<file path="src/rtl/reg_file.sv">
// ---------------------------------------------------------------------------
// reg_file: general-purpose register file for the single-cycle CPU datapath.
//
// Holds 2**ADDR_W entries of DATA_W bits. Two combinational read ports feed
// the ALU operands. One synchronous write port takes the write-back value.
// Entry 0 is hardwired to zero: writes to it are dropped, and reads of it
// return 0.
//
// Optional feature (macro REG_FILE_BYPASS_EN):
//   When defined, a write in flight is forwarded combinationally to any read
//   port whose address matches a3. Storage update timing does not change.
//   Address 0 is never forwarded, and nothing is forwarded while rst is high.
//   When undefined, a same-cycle read of the written address returns the
//   old stored value.
//
// Parameters:
//   DATA_W - register / data width
//   ADDR_W - address width; depth is exactly 2**ADDR_W
//
// Ports:
//   clk  - system clock; storage updates on the rising edge
//   rst  - asynchronous active-high reset; clears every entry
//   we3  - write enable, port 3
//   a1   - read address, port 1
//   a2   - read address, port 2
//   a3   - write address, port 3
//   wd3  - write data, port 3
//   rd1  - read data, port 1 (combinational)
//   rd2  - read data, port 2 (combinational)
// ---------------------------------------------------------------------------
module reg_file #(
    parameter int unsigned DATA_W = 32,
    parameter int unsigned ADDR_W = 5
) (
    input  logic              clk,
    input  logic              rst,
    input  logic              we3,
    input  logic [ADDR_W-1:0] a1,
    input  logic [ADDR_W-1:0] a2,
    input  logic [ADDR_W-1:0] a3,
    input  logic [DATA_W-1:0] wd3,
    output logic [DATA_W-1:0] rd1,
    output logic [DATA_W-1:0] rd2
);

    localparam int unsigned Depth = 2 ** ADDR_W;

    logic [DATA_W-1:0] mem_q [Depth];
    logic [Depth-1:0]  wen;

    // One-hot write decode. Entry 0 is never selected, so a write to it
    // disappears here. The enable is gated on we3 first, so X on a3 or wd3
    // with we3=0 cannot select an entry.
    always_comb begin
        wen = '0;
        if (we3 && (a3 != '0)) begin
            wen[a3] = 1'b1;
        end
    end

    // Enable-gated storage with asynchronous clear. Entry 0 is cleared on
    // reset. It is never enabled afterwards, but the read mux also forces 0
    // for address 0, so it reads 0 even before the first reset.
    always_ff @(posedge clk or posedge rst) begin
        if (rst) begin
            for (int k = 0; k < Depth; k++) begin
                mem_q[k] <= '0;
            end
        end else begin
            for (int k = 1; k < Depth; k++) begin
                if (wen[k]) begin
                    mem_q[k] <= wd3;
                end
            end
        end
    end

`ifdef REG_FILE_BYPASS_EN
    logic fwd_valid;
    logic fwd1;
    logic fwd2;

    // a3 != 0 keeps the zero register out of the forwarding path.
    assign fwd_valid = we3 && !rst && (a3 != '0);
    assign fwd1      = fwd_valid && (a1 == a3);
    assign fwd2      = fwd_valid && (a2 == a3);

    always_comb begin
        rd1 = '0;
        if (a1 == '0) begin
            rd1 = '0;
        end else if (fwd1) begin
            rd1 = wd3;
        end else begin
            rd1 = mem_q[a1];
        end
    end

    always_comb begin
        rd2 = '0;
        if (a2 == '0) begin
            rd2 = '0;
        end else if (fwd2) begin
            rd2 = wd3;
        end else begin
            rd2 = mem_q[a2];
        end
    end
`else
    // No bypass: each port reads storage only, so a same-cycle write to the
    // addressed entry shows up after the capturing edge.
    always_comb begin
        rd1 = '0;
        if (a1 != '0) begin
            rd1 = mem_q[a1];
        end
    end

    always_comb begin
        rd2 = '0;
        if (a2 != '0) begin
            rd2 = mem_q[a2];
        end
    end
`endif

endmodule

</file>
<file path="config.mk">
export PLATFORM = sky130hd
export DESIGN_NAME = reg_file
export DESIGN_NICKNAME = d
export VERILOG_FILES = /design/src/rtl/reg_file.sv
export SDC_FILE = /design/constraint.sdc
export NUM_CORES = 2
export LEC_CHECK = 0
export CAP_MARGIN = 20
export CORE_ASPECT_RATIO = 2
export CORE_MARGIN = 1
export CORE_UTILIZATION = 30
export DETAILED_ROUTE_END_ITERATION = 12
export DONT_BUFFER_PORTS = 1
export GPL_TIMING_DRIVEN = 0
export PLACE_DENSITY = 0.48
export SYNTH_ARGS = -nofsm -noshare
export SYNTH_HDL_FRONTEND = slang
export SYNTH_SLANG_ARGS = --single-unit
</file>
<file path="constraint.sdc">
create_clock -name clk -period 54.8 [get_ports clk]
set_input_delay 5.48 -clock clk [delete_from_list [all_inputs] [get_ports clk]]
set_output_delay 5.48 -clock clk [all_outputs]
set_load 0.05 [all_outputs]
</file>
Yosys cells after proc, flatten, opt, wreduce, memory -nomap -nowiden

Index checks and enable logic that the tools add are counted.

Register bits after elaboration: 992
Input port bits: 50

$lt $le $gt $ge: 4
Muxes and demuxes: 11
Bitwise logic cells: 2
Reduce and logical (&&, ||, !) cells: 5

Operators by type and width:

| kind                                                                                | count |
|---|---|
| 32-bit binary-select mux with 5-bit select                                          | 2 |
| 32-bit 2-to-1 mux                                                                   | 7 |
| 5-bit nonzero test                                                                  | 3 |
| 6-bit greater-or-equal comparator, second input constant                            | 2 |
| 5-bit NOT with 6-bit output                                                         | 2 |
| 5-bit by 6-bit less-than comparator with 1-bit output, second input constant        | 1 |
| 1-bit demux with 5-bit select                                                       | 1 |
| 5-bit by 1-bit greater-or-equal comparator with 1-bit output, second input constant | 1 |
| 1-bit logical AND                                                                   | 2 |
| 1-bit 2-to-1 mux                                                                    | 1 |

Depth between registers and ports, before layout

Depth after elaboration: 5
Mapped depth: 8
Mapped depth without buffers: 4

Least setup slack after synthesis

No wires, ideal clock.

Path type: input to output
Start point: in a1[1]
End point: out rd1[11]
Data arrival time: 7.621 ns
Required time: 49.320 ns
Slack: 41.699 ns
Stages on the path: 8
Path buffers: 4
Cell sequence: buf_4 buf_6 or2_1 buf_2 buf_2 o22ai_1 nor3_1 a211oi_1

Word-level cells in the longest chain between the ends: 5

Ends and longest elaborated chain:

| element                                               | RTL line | text |
|---|---|---|
| start: declaration                                    | 38       | `input logic [ADDR_W-1:0] a1,` |
| 5-bit NOT with 6-bit output (not written as such)     | 115      | `rd1 = mem_q[a1];` |
| 32-bit binary-select mux with 5-bit select            | 115      |  |
| 32-bit 2-to-1 mux (not written as such) (2 in series) | 115      |  |
| 32-bit 2-to-1 mux *                                   | 114      | `if (a1 != '0) begin` |
| end: declaration                                      | 42       | `output logic [DATA_W-1:0] rd1,` |

Every way passes the cells marked *; elsewhere a longest branch is shown, timed or not. The select of a mux whose other input is x is not followed.

Final worst setup path

Start point: in a1[2]
End point: out rd1[24]

The elaborated chain is that of the path after synthesis.

==> summary.txt <==
Cells and area
  • Share of cells above drive strength 1: approximately 36%
  • Area Growth Syn to Fin: 13.5%
  • Layout net count: 4581
  • Final Core Density: roughly a third
  • Register area: roughly 25000 um^2
  • Largest register by flop count: mem_q
  • # fillers: 18100
  • Top Registers: mem_q (992)
  • Max FFs per register: between 900 and 1000
  • Area of the multi-input gates: between 20000 and 30000 um^2

Flow run
  • Max Cap Violations: 0

Clock tree
  • Root Driver: clkbuf_16
  • # clock sinks: 992
  • Post_cts resized: 0
  • Postcts setup bufs: 0
  • Clock latency on the worst-skew pair: 700 ps
  • H-Tree Depth: 3
  • Clock buffer depth: 3
  • CTS tree: yes
  • Hold_buf cts: 0
  • Clock Pin Slew Worst Setup and Hold Paths: ~70 ps
  • Cts bufs inserted: 94

STA
  • Rel. slew slack: between 10% and 20%
  • RSZ-0062 raised after global routing: no
  • Hold Violations, Final: 0
  • Final setup viols: 0
  • Tmin final: 14190 ps
  • Period utilization: 25.9%
  • Worst-margin pin slew: between 1000 and 1500 ps
  • Fmax: between 0.07 and 0.08 GHz
  • Max-slew violation count: 0
  • Clock Skews: 0 ps
  • Post-route setup TNS: 0 ps

Logic synthesis
  • Post-synth ARST share: 100%
  • Flops & latches, synth: 992
  • Sequential element share of the synthesized area: a little under half
  • Yosys warns: 32
  • Share of the synthesized area in the top cell type: 45.5%
  • Main combinational cell family by area after synthesis: multiplexers
  • Xor/xnor cell area share of the yosys netlist: 0%
  • Cells after synthesis: 4356
  • Post-synthesis simple-gate area fraction: 6.03%
  • Compound-gate portion of the synthesized area: around 5.7%
  • Count leader, synth: mux2_2
  • Largest cells by area after synthesis: dfrtp_1, mux2_2, mux2i_1, mux4_2, o22ai_1
  • Post-synth EDFFs: 0
  • Cell variety after synth: 39
  • Mux share of post-synthesis cell area: 38.6%
  • List of most frequent post-synthesis cells: mux2_2, dfrtp_1, mux2i_1
  • Synthesized Nets: 4406
  • Mapped Avg Cell Area: 12.5 um^2
  • Top FF cell, synth: dfrtp_1
  • Adder-cell share of the synthesized area: 0%
  • Yosys top cell by area: dfrtp_1
  • Cell Area, Synth: approximately 55000 um^2

Floorplan
  • Initial Util: a little under a third
  • Die ar.: 184000 um^2
  • Num rows: between 200 and 250
  • DIE WIDTH: approximately 300 um
  • Die Height: around 600 um
  • Core region area: between 150000 and 200000 um^2
  • Top Ports: around 110

Global route
  • GRT overflow: 0
  • Initial antenna violation count: 3
  • Total track usage: approximately 28%
  • Vias in the first global route: just over 40000
  • First-pass GRT wire length: between 300000 and 400000 um
  • Largest net degree at the start of global routing: 127

Outcome
  • Status: finished, final reports clean

Placed design
  • PortBufs: 0
  • Hpwl dp: just over 200000 um
  • Gp weighted congestion: 1.03

Route
  • Iter 0 DRT Violations: 2954
  • Routed length per instance: 36.4 um
  • Drt via density: ~5.6
  • DR vias: just under 40000
  • Detailed-route wire length: around 250000 um
  • DRC viols: 0
  • Post-DRT Antenna Nets: 0
  • First-pass DRT Iterations: 9

Worst setup path
  • Critical Path RT: 49320 ps
  • Crit Path Class: in2out
  • FF-to-FF Start: mem_q[373]$_DFFE_PP0P_
  • CP max FO: 10
  • Launch point of the critical path: a1[2]
  • Critical Path End Type: output pin
  • Startpoint Class: input port
  • WP data arrival: 8710 ps

Power and ir drop
  • Pwr/cell area: approximately 36 nW/um^2
  • Power, Total: about 2200 uW
  • Max IR drop VDD: ~0.000023 V
  • Lkg Pwr: roughly 0.028 uW

Min path
  • Hold path start: mem_q[577]$_DFFE_PP0P_
  • Hold Crit Class: reg2reg
## where the power goes
group          switching [uW]  total, uW  internal [uW]
combinational             277        517            240
clock                     322        715            392
sequential                109        984            876
## cell usage in the layout (no fill, tap or decap), drive strengths merged
master / instances
nor2b: 2
bufinv: 8
nor3: 67
clkinv: 20
a211oi: 62
and3: 1
nand4: 62
nor3b: 6
or2: 5
buf: 342
or3b: 1
o22ai: 194
nor4: 64
a221o: 62
o2111a: 2
nand3: 68
clkinvlp: 4
nand2b: 70
dfrtp: 992
mux2i: 768
a22oi: 64
clkbuf: 307
nand3b: 8
diode: 2
nor2: 145
inv: 7
nand2: 148
and3b: 3
a41oi: 2
mux2: 1060
mux4: 62
## metal layers
layer,track usage [%],wire length (um),vias to the layer above,part of all wire (%)
met5,0,30,-,0.012
met4,28.0,31300,4,12
met3,4.25,11600,791,4.6
met2,48.5,129000,1451,51
met1,26.5,81300,19900,32
li1,-,-,16500,-
## worst paths after layout
check | depth (start not counted) | slack (ps) | to
setup / recovery | 8 | 40610 | rd1[24]
hold / removal | 1 | 510 | mem_q[577]$_DFFE_PP0P_
setup reg to reg | 1 | 53950 | mem_q[373]$_DFFE_PP0P_
hold reg to reg | 1 | 510 | mem_q[577]$_DFFE_PP0P_
max in group asynchronous | 5 | 47100 | mem_q[665]$_DFFE_PP0P_
min in group asynchronous | 1 | 4800 | mem_q[164]$_DFFE_PP0P_
## layout make-up
cell class | instances | area share [%]
Antenna cell | 2 | 0.00808
Inverter | 1 | 0.0182
Clock inverter | 38 | 0.689
Buffer | 437 | 3.69
Multi-Input combinational cell | 2926 | 44.3
Timing Repair Buffer | 79 | 1.93
Sequential cell | 992 | 40.1
Tap cell | 2341 | 4.73
Clock buffer | 133 | 4.49
## kinds of logic after synthesis
family,Yosys count
buf+inv,438
flops,992
simple gates,650
compound gates,386
mux,1890
## worst max-delay path: stages
cell      delay (ps)
buf_2            260
nand2b_1         140
buf_2            320
clkbuf_1         950
nor2_1           120
nor4_1           960
a211oi_2         210
buf_8            230
## through the flow
stage / instance area (um^2) / worst slack (ps) / hold slack, ps / instances
3_3_place_gp: 57500 / 8640 / 479 / 6697
2_1_floorplan: 54500 / 21410 / 470 / 4356
4_1_cts: 61800 / 40660 / 511 / 6942
6_report: 61900 / 40610 / 507 / 6949
3_5_place_dp: 58600 / 40670 / 495 / 6771
5_1_grt: 61900 / 40690 / 524 / 6948
Note: power is estimated with default switching activity, not from simulation.
